===== src/rtl/ime_sad_acc_pkg.sv =====
// Shared definitions for the IME SAD engine.
//   DEF_BIT_DEPTH : default pixel width
//   state_e       : input-side row FSM states
//   log2c         : ceiling log2, for deriving widths from parameters
package ime_sad_acc_pkg;

  localparam int unsigned DEF_BIT_DEPTH = 8;

  typedef enum logic [0:0] {
    StIdle = 1'b0,
    StAcc  = 1'b1
  } state_e;

  function automatic int unsigned log2c(input int unsigned v);
    int unsigned r;
    r = 0;
    for (int i = 0; i < 32; i++) begin
      if ((64'd1 << i) < 64'(v)) r = i + 1;
    end
    return r;
  endfunction

endpackage


===== src/rtl/ime_sad_tree.sv =====
// Per-row absolute-difference and adder-tree front end (two register stages).
//   clk, rst           : clock, synchronous active-high reset
//   flush_i            : drops everything in flight (valid/first/last flags)
//   valid_i/first_i/last_i : row strobe and block position tags
//   cur_i, ref_i       : PIX_NUM packed pixels, pixel k at [k*BIT_DEPTH +: BIT_DEPTH]
//   valid_o/first_o/last_o : tags aligned with row_sum_o
//   row_sum_o          : sum of |cur - ref| over the row
//   busy_o             : a row is held in either stage
module ime_sad_tree
  import ime_sad_acc_pkg::*;
#(
  parameter int unsigned BIT_DEPTH = DEF_BIT_DEPTH,
  parameter int unsigned PIX_NUM   = 16,
  parameter int unsigned ROW_W     = BIT_DEPTH + log2c(PIX_NUM)
) (
  input  logic                         clk,
  input  logic                         rst,
  input  logic                         flush_i,
  input  logic                         valid_i,
  input  logic                         first_i,
  input  logic                         last_i,
  input  logic [PIX_NUM*BIT_DEPTH-1:0] cur_i,
  input  logic [PIX_NUM*BIT_DEPTH-1:0] ref_i,
  output logic                         valid_o,
  output logic                         first_o,
  output logic                         last_o,
  output logic                         busy_o,
  output logic [ROW_W-1:0]             row_sum_o
);

  // Difference formed one bit wider so the sign is never lost.
  function automatic logic [BIT_DEPTH-1:0] abs_diff(input logic [BIT_DEPTH-1:0] a,
                                                    input logic [BIT_DEPTH-1:0] b);
    logic [BIT_DEPTH:0] diff;
    diff = {1'b0, a} - {1'b0, b};
    return diff[BIT_DEPTH] ? -diff[BIT_DEPTH-1:0] : diff[BIT_DEPTH-1:0];
  endfunction

  // Pairwise reduction, halving the live width each level.
  function automatic logic [ROW_W-1:0] tree_sum(input logic [BIT_DEPTH-1:0] v [PIX_NUM]);
    logic [ROW_W-1:0] node [PIX_NUM];
    for (int k = 0; k < int'(PIX_NUM); k++) node[k] = ROW_W'(v[k]);
    for (int w = int'(PIX_NUM) / 2; w > 0; w = w / 2) begin
      for (int k = 0; k < w; k++) node[k] = node[2*k] + node[2*k+1];
    end
    return node[0];
  endfunction

  logic [BIT_DEPTH-1:0] abs_d [PIX_NUM];
  logic [BIT_DEPTH-1:0] abs_q [PIX_NUM];
  logic [ROW_W-1:0]     row_sum_d, row_sum_q;
  logic                 s1_valid_q, s1_first_q, s1_last_q;
  logic                 s2_valid_q, s2_first_q, s2_last_q;

  always_comb begin
    for (int k = 0; k < int'(PIX_NUM); k++) begin
      abs_d[k] = abs_diff(cur_i[k*BIT_DEPTH +: BIT_DEPTH], ref_i[k*BIT_DEPTH +: BIT_DEPTH]);
    end
  end

  always_comb begin
    row_sum_d = tree_sum(abs_q);
  end

  // Datapath needs no reset: the flags below qualify it.
  always_ff @(posedge clk) begin
    abs_q     <= abs_d;
    row_sum_q <= row_sum_d;
  end

  always_ff @(posedge clk) begin
    if (rst || flush_i) begin
      s1_valid_q <= 1'b0;
      s1_first_q <= 1'b0;
      s1_last_q  <= 1'b0;
      s2_valid_q <= 1'b0;
      s2_first_q <= 1'b0;
      s2_last_q  <= 1'b0;
    end else begin
      s1_valid_q <= valid_i;
      s1_first_q <= valid_i & first_i;
      s1_last_q  <= valid_i & last_i;
      s2_valid_q <= s1_valid_q;
      s2_first_q <= s1_first_q;
      s2_last_q  <= s1_last_q;
    end
  end

  assign valid_o   = s2_valid_q;
  assign first_o   = s2_first_q;
  assign last_o    = s2_last_q;
  assign busy_o    = s1_valid_q | s2_valid_q;
  assign row_sum_o = row_sum_q;

endmodule


===== src/rtl/ime_sad_acc.sv =====
// Pipelined block SAD engine for integer motion estimation.
// One row per cycle in; ROW_NUM rows are accumulated into a block SAD.
//   clk, rst      : clock, synchronous active-high reset
//   clear_i       : abort the current block (in-flight rows are killed)
//   valid_i       : cur_i/ref_i carry a row
//   cur_i, ref_i  : packed pixels, pixel k at [k*BIT_DEPTH +: BIT_DEPTH]
//   thr_i         : early-termination threshold
//   sad_o         : last completed block SAD (held)
//   sad_valid_o   : one-cycle pulse when sad_o updates
//   early_term_o  : sticky, partial SAD of current block exceeded thr_i
//   busy_o        : block partially received or rows in flight
module ime_sad_acc
  import ime_sad_acc_pkg::*;
#(
  parameter int unsigned BIT_DEPTH = DEF_BIT_DEPTH,
  parameter int unsigned PIX_NUM   = 16,
  parameter int unsigned ROW_NUM   = 16,
  parameter int unsigned SAD_W     = BIT_DEPTH + log2c(PIX_NUM * ROW_NUM)
) (
  input  logic                         clk,
  input  logic                         rst,
  input  logic                         clear_i,
  input  logic                         valid_i,
  input  logic [PIX_NUM*BIT_DEPTH-1:0] cur_i,
  input  logic [PIX_NUM*BIT_DEPTH-1:0] ref_i,
  input  logic [SAD_W-1:0]             thr_i,
  output logic [SAD_W-1:0]             sad_o,
  output logic                         sad_valid_o,
  output logic                         early_term_o,
  output logic                         busy_o
);

  localparam int unsigned ROW_W = BIT_DEPTH + log2c(PIX_NUM);
  localparam int unsigned CNT_W = (ROW_NUM > 1) ? log2c(ROW_NUM) : 1;

  state_e           state_q, state_d;
  logic [CNT_W-1:0] cnt_q, cnt_d;
  logic             row_first, row_last;

  logic             t_valid, t_first, t_last, t_busy;
  logic [ROW_W-1:0] t_row_sum;

  logic [SAD_W-1:0] acc_q, acc_d;
  logic [SAD_W-1:0] sad_q, sad_d;
  logic             sad_valid_q, sad_valid_d;
  logic             early_q, early_d;
  logic             upd_q, upd_d;   // acc_q was written at the previous edge

  assign row_first = (cnt_q == '0);
  assign row_last  = (cnt_q == CNT_W'(ROW_NUM - 1));

  // Input-side row counter and FSM.
  always_comb begin
    state_d = state_q;
    cnt_d   = cnt_q;
    if (clear_i) begin
      state_d = StIdle;
      cnt_d   = '0;
    end else if (valid_i) begin
      if (row_last) begin
        state_d = StIdle;
        cnt_d   = '0;
      end else begin
        state_d = StAcc;
        cnt_d   = cnt_q + CNT_W'(1);
      end
    end
  end

  always_ff @(posedge clk) begin
    if (rst) begin
      state_q <= StIdle;
      cnt_q   <= '0;
    end else begin
      state_q <= state_d;
      cnt_q   <= cnt_d;
    end
  end

  ime_sad_tree #(
    .BIT_DEPTH (BIT_DEPTH),
    .PIX_NUM   (PIX_NUM),
    .ROW_W     (ROW_W)
  ) u_tree (
    .clk       (clk),
    .rst       (rst),
    .flush_i   (clear_i),
    .valid_i   (valid_i),
    .first_i   (row_first),
    .last_i    (row_last),
    .cur_i     (cur_i),
    .ref_i     (ref_i),
    .valid_o   (t_valid),
    .first_o   (t_first),
    .last_o    (t_last),
    .busy_o    (t_busy),
    .row_sum_o (t_row_sum)
  );

  // Accumulator, result register and early-termination flag.
  always_comb begin
    acc_d       = acc_q;
    sad_d       = sad_q;
    sad_valid_d = 1'b0;
    upd_d       = 1'b0;
    // Compare the registered acc so the flag lands one cycle after the update.
    early_d     = early_q | (upd_q & (acc_q > thr_i));
    if (t_valid) begin
      acc_d = t_first ? SAD_W'(t_row_sum) : acc_q + SAD_W'(t_row_sum);
      upd_d = 1'b1;
      if (t_first) early_d = 1'b0;
      if (t_last) begin
        sad_d       = acc_d;
        sad_valid_d = 1'b1;
      end
    end
    // Abort kills a completing block but leaves the previous result intact.
    if (clear_i) begin
      acc_d       = acc_q;
      sad_d       = sad_q;
      sad_valid_d = 1'b0;
      upd_d       = 1'b0;
      early_d     = 1'b0;
    end
  end

  always_ff @(posedge clk) begin
    if (rst) begin
      acc_q       <= '0;
      sad_q       <= '0;
      sad_valid_q <= 1'b0;
      upd_q       <= 1'b0;
      early_q     <= 1'b0;
    end else begin
      acc_q       <= acc_d;
      sad_q       <= sad_d;
      sad_valid_q <= sad_valid_d;
      upd_q       <= upd_d;
      early_q     <= early_d;
    end
  end

  assign sad_o        = sad_q;
  assign sad_valid_o  = sad_valid_q;
  assign early_term_o = early_q;
  assign busy_o       = (state_q == StAcc) | t_busy;

endmodule


===== config.mk =====
export PLATFORM = sky130hd
export DESIGN_NAME = ime_sad_acc
export DESIGN_NICKNAME = d
export VERILOG_FILES = /design/src/rtl/ime_sad_acc_pkg.sv /design/src/rtl/ime_sad_tree.sv /design/src/rtl/ime_sad_acc.sv
export SDC_FILE = /design/constraint.sdc
export NUM_CORES = 1
export LEC_CHECK = 0
export CAP_MARGIN = 5
export CORE_ASPECT_RATIO = 1.4
export CORE_MARGIN = 4
export CORE_UTILIZATION = 40
export DETAILED_ROUTE_END_ITERATION = 10
export HOLD_SLACK_MARGIN = 0.03
export PLACE_DENSITY = 0.62
export SYNTH_ARGS = -nofsm -noshare
export SYNTH_HDL_FRONTEND = slang
export SYNTH_HIERARCHICAL = 1
export SYNTH_SLANG_ARGS = --single-unit

===== constraint.sdc =====
create_clock -name clk -period 13.7 [get_ports clk]
set_input_delay 2.055 -clock clk [delete_from_list [all_inputs] [get_ports clk]]
set_output_delay 2.055 -clock clk [all_outputs]
set_load 0.01 [all_outputs]

==> summary.md <==
| Metric | Value |
|---|---|
| Post-DRT Antenna Nets | 0 |
| Synth top cells by count | 407 x inv_1, 224 x nor2_1, 195 x ha_1, 186 x dfxtp_1, 132 x xnor2_1 |
| DPL Wire Length | 34800 um |
| Clk sinks | 186 |
| Grt met3 use | 2.93% |
| Fin. max-slew vios | 0 |
| Crit Path Max Fanout | 2 |
| Vias per cell | 4.80 |
| Largest area contributor in the netlist | dfxtp_1 |
| Ys Warns | 6 |
| Slew @ Worst Pin | 1130 ps |
| Placer Congestion | 0.836 |
| Chip Width | 181 um |
| Worst hold start | u_tree/s1_first_q |
| Library cells used by synthesis | 67 |
| Worst Path Required | 14050 ps |
| Outcome | finished, final reports clean |
| Synth Flop Type | dfxtp_1 |
| Clk_lat worst skew | 430 ps |
| FILL cells | 3910 |
| Vias in the first global route | 14022 |
| Initial Util | 40.6% |
| Top cell type's share of synthesized area | 22.2% |
| GRT Total Usage | 17.6% |
| Synth top area cells | dfxtp_1 22%, fa_1 15%, ha_1 15%, inv_1 9.1%, xnor2_1 6.9% |
| Drt wl/cell | 14.3 um |
| Sequential share of the synthesized area | 22.2% |
| Async S/R FF share, synth | 0% |
| Worst setup SP type | flop |
| Final min period | 5470 ps |
| CP Launch Point | u_tree/abs_q[2] |
| RSZ-0062 raised after global routing | no |
| Final setup TNS | 0 ps |
| M1 GR Usage | 20.0% |
| Max-cap violations | 0 |
| Hold slack | 432 ps |
| Hold buffer count at cts | 0 |
| Share of post-route cells with drive strength above 1 | 3.69% |
| Mapped cell area | 16800 um^2 |
| Boundary Pins | 295 |
| Met2 GRT Util | 34.3% |
| Min-Delay Path Class | reg -> reg |
| Nets@finish | 2832 |
| EDFF count, synth | 0 |
| PostCTS Resize Cnt | 0 |
| FP Rows | 88 |
| Bufs on Longest Clock Path | 2 |
| Fmax | 183 MHz |
| CP Class | reg -> reg |
| Vias | 13390 |
| Initial antenna violation count | 1 |
| Worst EP arrival | 5820 ps |
| GRT Residual Overflow | 0 |
| Final core utilization | 50.6% |
| Clk slew on worst S/H paths | 80 ps |
| Count of final hold-check violations | 0 |
| Clock root buffer | clkbuf_16 |
| Post-CTS Setup Inserts | 0 |
| Pre-CTS setup slack | 8250 ps |
| Synth Register Bits | 186 |
| Clock Skews | 13.1 ps |
| Cell with the most instances after synthesis | inv_1 |
| Port bufs | 294 |
| Remaining DRCs | 0 |
| FF-to-FF Start | u_tree/abs_q[2] |
| Final worst-path cycle share | 39.9% |
| Largest net degree at the start of global routing | 46 |
| Die ar. | 45300 um^2 |
| Initial detailed-routing violation count | 416 |
| CP endpoint kind | flop |
| Core ar. | 41300 um^2 |
| Mapped Nets | 2535 |
| Detailed Routing Iterations Pass 1 | 6 |
| CTS tree | done |
| Drt total wl | 39800 um |
| CTS buffer count | 17 |
| Most used routing layer | met2 |
| Layout area overhead | 24.8% |
| H-tree Lvls | 4 |
| Syn avg cell area | 8.64 um^2 |
| First-pass GRT wire length | 66400 um |
| PnR worst setup slack | 8230 ps |
| Post-synthesis cell count | 1939 |
| Worst slew margin | 24.3% |
| Final setup violating endpoints | 0 |
| Die height | 250 um |
==> registers in the layout, summed over array words and instances, names as in the netlist, 4 cells and up <==
register,flops
cnt_q,4
u_tree/abs_q,128
u_tree/row_sum_o,12
sad_o,16
acc_q,16
==> worst max-delay path, cell delays in order (launching register included) <==
cell     delay [ps]
dfxtp_1         310
inv_1            50
fa_1            540
inv_1            60
fa_1            520
fa_1            540
fa_1            520
fa_1            540
inv_1            50
fa_1            540
inv_1            50
ha_1            220
fa_1            410
a21o_1          170
a21oi_1         220
nor2b_1          70
o21a_1          200
o41ai_2         250
xnor2_1         160
==> area by class of cell <==
type                    instances  area (um^2)  area share (%)
multi-input cells            1329        11400            54.7
flip-flops and latches        186         3720            17.8
repair buffers                295         2950            14.1
inverters                     407         1530            7.31
well taps                     540          676            3.23
clock buffers                  17          425            2.04
clock inverters                15          161           0.772
diodes                          1         2.50          0.0120
==> metal layers <==
| metal | routed length, um | part of all wire, % |
|---|---|---|
| met5 | 0 | 0 |
| met4 | 485 | 1.2 |
| met3 | 1610 | 4.0 |
| met2 | 21600 | 54 |
| met1 | 16100 | 40 |
==> placed cells by master, fill, tap and decap left out, types with 3 or more instances in the layout <==
master	n
a211oi_1	19
nand2b_1	22
o31ai_1	31
clkinvlp_4	4
inv_8	4
mux2_2	16
a21oi_1	99
xor2_1	60
xnor2_1	132
o21a_1	49
o21ai_0	41
mux2i_1	7
ha_1	195
nand2_1	36
a21o_1	29
a311oi_1	4
fa_1	125
a2111oi_0	3
o21bai_1	20
dfxtp_1	186
o21ai_1	16
nor2b_1	25
nand3_1	22
and2_1	6
o211ai_1	4
inv_1	407
a211oi_2	15
and3_1	11
nor2_1	224
nand3b_1	3
nor3b_1	12
a31oi_1	29
nor3_1	21
nand4_1	5
clkdlybuf4s50_1	294
clkbuf_16	17
==> worst paths after layout <==
check / cells past startpoint / slack [ps] / to
setup / recovery: 18 / 8230 / u_tree/row_sum_o[10]
hold / removal: 1 / 430 / u_tree/first_o
setup reg to reg: 18 / 8230 / u_tree/row_sum_o[10]
hold reg to reg: 1 / 430 / u_tree/first_o
==> logic make-up (layout without fill, tap and decap cells) <==
kind of cell             after synthesis  after routing  share of synthesized area, %
buffers and inverters                424            734                          9.51
AND/OR/NAND/NOR                      409            409                          11.4
AO/OA/AOI/OAI                        384            384                          15.7
adder cells (fa/ha/maj)              320            320                          29.5
XOR/XNOR                             192            192                          10.0
flip-flops                           186            186                          22.2
multiplexers                          24             24                          1.56
other                                  0              1                             0
==> metrics by stage <==
step | instances | area, um^2
after floorplan | 1939 | 16800
after global placement | 2757 | 20300
after detailed placement | 2757 | 20300
after CTS | 2789 | 20900
after global routing | 2790 | 20900
final | 2790 | 20900
Power is left out: the tool's default activity adds up to more than one toggle a clock period on the data nets, which glitch-free logic cannot reach.
